==> src/rtl/seq_divider.sv <==
// Iterative signed divider: restoring shift-subtract on operand magnitudes,
// one quotient bit per clock, followed by a single sign-fix cycle.
module seq_divider #(
   parameter int WIDTH = 32,
   parameter int CNT_W = 6
) (
   input  logic             clk,
   input  logic             in_reset_n,
   input  logic             in_start,
   input  logic [WIDTH-1:0] in_dividend,
   input  logic [WIDTH-1:0] in_divisor,
   output logic [WIDTH-1:0] out_quotient,
   output logic [WIDTH-1:0] out_remainder,
   output logic             out_busy,
   output logic             out_done,
   output logic             out_div_by_zero
);

   typedef enum logic [1:0] {IDLE, CALC, FIX} state_t;

   localparam logic [CNT_W-1:0] LAST = CNT_W'(WIDTH - 1);

   state_t           state_q;
   logic [CNT_W-1:0] cnt_q;
   logic [WIDTH-1:0] quo_q, rem_q, dvs_q;
   logic             neg_quo_q, neg_rem_q, zero_q;

   logic [WIDTH:0]   shifted_d;
   logic [WIDTH-1:0] diff_d, rem_d;
   logic             ge_d;
   logic [WIDTH-1:0] dvd_mag_d, dvs_mag_d, quo_fix_d, rem_fix_d;

   always_comb begin
      dvd_mag_d = in_dividend[WIDTH-1] ? -in_dividend : in_dividend;
      dvs_mag_d = in_divisor[WIDTH-1]  ? -in_divisor  : in_divisor;
      shifted_d = {rem_q, quo_q[WIDTH-1]};
      ge_d      = shifted_d >= {1'b0, dvs_q};
      // A successful subtract always leaves a value below the divisor, so the
      // low WIDTH bits of the difference are exact.
      diff_d    = shifted_d[WIDTH-1:0] - dvs_q;
      rem_d     = ge_d ? diff_d : shifted_d[WIDTH-1:0];
      quo_fix_d = neg_quo_q ? -quo_q : quo_q;
      rem_fix_d = neg_rem_q ? -rem_q : rem_q;
   end

   always_ff @(posedge clk or negedge in_reset_n) begin
      if (!in_reset_n) begin
         state_q         <= IDLE;
         cnt_q           <= '0;
         quo_q           <= '0;
         rem_q           <= '0;
         dvs_q           <= '0;
         neg_quo_q       <= 1'b0;
         neg_rem_q       <= 1'b0;
         zero_q          <= 1'b0;
         out_quotient    <= '0;
         out_remainder   <= '0;
         out_busy        <= 1'b0;
         out_done        <= 1'b0;
         out_div_by_zero <= 1'b0;
      end else begin
         out_done <= 1'b0;
         if (in_start) begin
            // A start in any state recaptures operands and abandons any operation in flight.
            state_q   <= CALC;
            cnt_q     <= '0;
            quo_q     <= dvd_mag_d;
            rem_q     <= '0;
            dvs_q     <= dvs_mag_d;
            neg_quo_q <= in_dividend[WIDTH-1] ^ in_divisor[WIDTH-1];
            neg_rem_q <= in_dividend[WIDTH-1];
            zero_q    <= (in_divisor == '0);
            out_busy  <= 1'b1;
         end else begin
            case (state_q)
               CALC: begin
                  rem_q <= rem_d;
                  quo_q <= {quo_q[WIDTH-2:0], ge_d};
                  cnt_q <= cnt_q + 1'b1;
                  if (cnt_q == LAST) state_q <= FIX;
               end
               FIX: begin
                  // With a zero divisor the remainder register ends up holding |dividend|.
                  out_quotient    <= zero_q ? '1 : quo_fix_d;
                  out_remainder   <= rem_fix_d;
                  out_div_by_zero <= zero_q;
                  out_done        <= 1'b1;
                  out_busy        <= 1'b0;
                  state_q         <= IDLE;
               end
               default: ;
            endcase
         end
      end
   end

endmodule

==> config.mk <==
export PLATFORM = sky130hd
export DESIGN_NAME = seq_divider
export DESIGN_NICKNAME = d
export VERILOG_FILES = /design/src/rtl/seq_divider.sv
export SDC_FILE = /design/constraint.sdc
export NUM_CORES = 1
export LEC_CHECK = 0
export BUFFER_PORTS_ARGS = -buffer_cell sky130_fd_sc_hd__buf_2
export CAP_MARGIN = 40
export CELL_PAD_IN_SITES_DETAIL_PLACEMENT = 2
export CELL_PAD_IN_SITES_GLOBAL_PLACEMENT = 2
export CORE_ASPECT_RATIO = 2
export CORE_MARGIN = 2
export CORE_UTILIZATION = 39
export DETAILED_ROUTE_END_ITERATION = 8
export GPL_TIMING_DRIVEN = 0
export PLACE_DENSITY_LB_ADDON = 0.1
export SYNTH_ARGS = -nofsm -noshare
export SYNTH_HDL_FRONTEND = slang
export SYNTH_SLANG_ARGS = --single-unit
==> constraint.sdc <==
create_clock -name clk -period 8.5 [get_ports clk]
set_input_delay 0.85 -clock clk [delete_from_list [all_inputs] [get_ports clk]]
set_output_delay 0.85 -clock clk [all_outputs]
set_load 0.005 [all_outputs]
==> metrics.txt <==
DRC=0; H-tree depth=4; dominant cell type by area after synthesis=dfrtp_1; reg2reg setup slack=4410 ps; clock transition at the registers of the reported paths=70 ps; cts hold-fix bufs=0; total power=3.43 mW; Synth top area share=37.9%; Die Height=247 µm; max-cap viol count=0; final core occ=45.6%; Pre-antenna DRT Iters=4; Slew Limit Fails=0; Setup Skew=10.7 ps; Final GP Congestion=0.858; worst setup path class=register to register; fraction of synthesized area in multiplexers=2.55%; post-DR vias/cell=5.90; Finished Cell Area=13200 µm²; RSZ-0062 raised after global routing=false; final global-route overflow total=0; nets@finish=1622; initial antenna violation count=0; CTS tree=yes; row count=88; EDFF count, synth=0; Post-synth top cells=dfrtp_1, nand2_1, nor2_1; Fillers=3339; R2R depth=10; num ports=134; TritonCTS buffer count=17; drt total wl=45000 µm; Final Cycle Share=48.1%; CP startpoint kind=register; CTS Buffer Depth=2; status=complete, no violations; Switching Fraction=43.8%; Starting DRT DRC Count=432; PD cells=260 nW/µm²; Final WS setup=4410 ps; fraction of layout cells with a size suffix above 1=12.4%; Mapped Nets=1467; Worst-Skew Late Latency=450 ps; Area contributors post-synth=dfrtp_1, xor2_1, nand2_1, o21ai_0, a21oi_1; Critical Path Sink Type=register; Synth Area in XOR/XNOR=11.0%; Netlist cell types=69; Crit Path Max Fanout=10; final setup fails=0; pre-CTS WS=4430 ps; worst r2r src=rem_q[2]$_DFFE_PN0P_; sequential area share after synthesis=37.9%; largest net degree at the start of global routing=111; cell count after synthesis=1362; FF+latch count, synth=174; dpl cell area=12700 µm²; Synth Area in Compound Gates=21.0%; post_cts resized=0; core area=29000 µm²; n_diodes=0; Slew HR=42.1%; Die ar.=30900 µm²; simple-gate area share of the yosys netlist=19.1%; vias in the first global route=12600; quantity of I/O buffers inserted on ports=132; Fin. Hold Viols=0; Tmin final=4090 ps; Synth Flop Type=dfrtp_1; switching power=1.50 mW; Root Driver=clkbuf_16; Die X-Extent=125 µm; clock network power share=22.3%; worst hold slack=339 ps; share of flip-flops with an asynchronous set or reset=100%; Leakage=6.13 nW; Post-Synthesis Cell Area=11500 µm²; synthesized-area fraction occupied by adder cells=4.20%; Total Routing Usage GR=29.5%; Crit path arrival time=4440 ps; Tightest Pin Transition=868 ps; Yosys warning count=0; Area growth syn-to-layout=15.0%; Req. time, crit path=8850 ps; DRT antenna net count=0; main combinational cell family by area after synthesis=compound AO/OA/AOI/OAI gates; Initial Util=39.7%; Max Fclk=245 MHz; Final Non-Filler Cells=1888; RR Endpoint=rem_q[29]$_DFFE_PN0P_; global-route wire length before repair=70000 µm; Sink Count=174; DR vias=11100; worst vdd ir=0.000142 V; Comb pwr share=44.4%; Seq pwr share=33.3%; Cells after DPL=1858; class of the worst hold path=input pin to asynchronous set/reset pin; Internal=1.93 mW; most numerous cell in the Yosys netlist=dfrtp_1; post-CTS setup buffer count=0; WL per Instance=23.8 µm; post-DP HPWL=36300 µm; Avg Cell Area, Syn=8.44 µm²; setup_tns=0 ps
-- kinds of logic (layout without fill, tap and decap cells) --
kind of cell	after synthesis	count (layout)
simple gates	463	463
compound gates	386	386
flops	174	174
xor+xnor	144	144
buf+inv	128	294
fa+ha+maj	38	38
mux	29	29
-- layout make-up --
| type | count | area (µm²) | area share, % |
|---|---|---|---|
| Timing Repair Buffer | 136 | 722 | 5.46 |
| Sequential cell | 174 | 4350 | 32.9 |
| Multi-Input combinational cell | 1060 | 6650 | 50.3 |
| Clock inverter | 12 | 113 | 0.852 |
| Inverter | 50 | 188 | 1.42 |
| Tap cell | 360 | 450 | 3.41 |
| Buffer | 78 | 297 | 2.24 |
| Clock buffer | 18 | 439 | 3.32 |
-- state kept, by name, summed over array words and instances (netlist names) --
signal / flops
out_div_by_zero: 1
out_busy: 1
out_done: 1
zero_q: 1
neg_quo_q: 1
dvs_q: 32
out_quotient: 32
cnt_q: 6
rem_q: 32
quo_q: 32
out_remainder: 32
state_q: 2
neg_rem_q: 1
-- power groups by stage --
stage | Clock (mW) | Sequential, mW | Combinational [mW]
global placement | 0 | 1.15 | 1.44
global route | 0.810 | 1.16 | 1.68
floorplan | 0 | 1.09 | 1.04
finish | 0.765 | 1.15 | 1.52
detailed placement | 0 | 1.16 | 1.51
CTS | 0.781 | 1.14 | 1.53
-- per-layer routing --
metal	part of all wire, %	GRT usage [%]
met1	33	26.9
met5	0	0
met4	7.9	20.6
met3	2.5	3.57
met2	57	58.8
-- worst max-delay path, stage by stage (launching register included) --
cell	delay, ps
dfrtp_1	480
ha_1	400
o211ai_1	110
a21oi_1	330
o21ai_0	370
a2111oi_1	840
or2_2	270
a31o_2	200
clkbuf_1	540
nand3_1	200
a211oi_1	240
-- worst max path at each step --
stage | end | slack, ps | startpoint
5_1_grt | rem_q[29]$_DFFE_PN0P_ | 4140 | rem_q[1]$_DFFE_PN0P_
3_3_place_gp | dvs_q[30]$_DFFE_PN0P_ | 3640 | in_reset_n
2_1_floorplan | dvs_q[30]$_DFFE_PN0P_ | 5320 | in_divisor[4]
4_1_cts | rem_q[29]$_DFFE_PN0P_ | 4410 | rem_q[2]$_DFFE_PN0P_
6_report | rem_q[29]$_DFFE_PN0P_ | 4410 | rem_q[2]$_DFFE_PN0P_
3_5_place_dp | rem_q[29]$_DFFE_PN0P_ | 4430 | rem_q[2]$_DFFE_PN0P_
-- cells in the final DEF, fill, tap and decap left out, types with 13 or more instances in the layout --
cell	count
dfrtp_1	174
nand2_1	172
o31ai_1	31
xnor2_1	41
a311oi_1	17
clkbuf_16	17
o41ai_1	18
a21o_1	15
or3_1	13
nand3_1	16
nor2_1	128
xor2_1	103
and2_1	19
mux2i_1	27
ha_1	37
or4_1	13
a21oi_1	113
a211oi_1	28
nor4_1	18
nand2b_1	14
clkbuf_1	65
o21ai_0	115
inv_1	49
buf_2	135
Note: power is estimated with default switching activity, not from simulation.
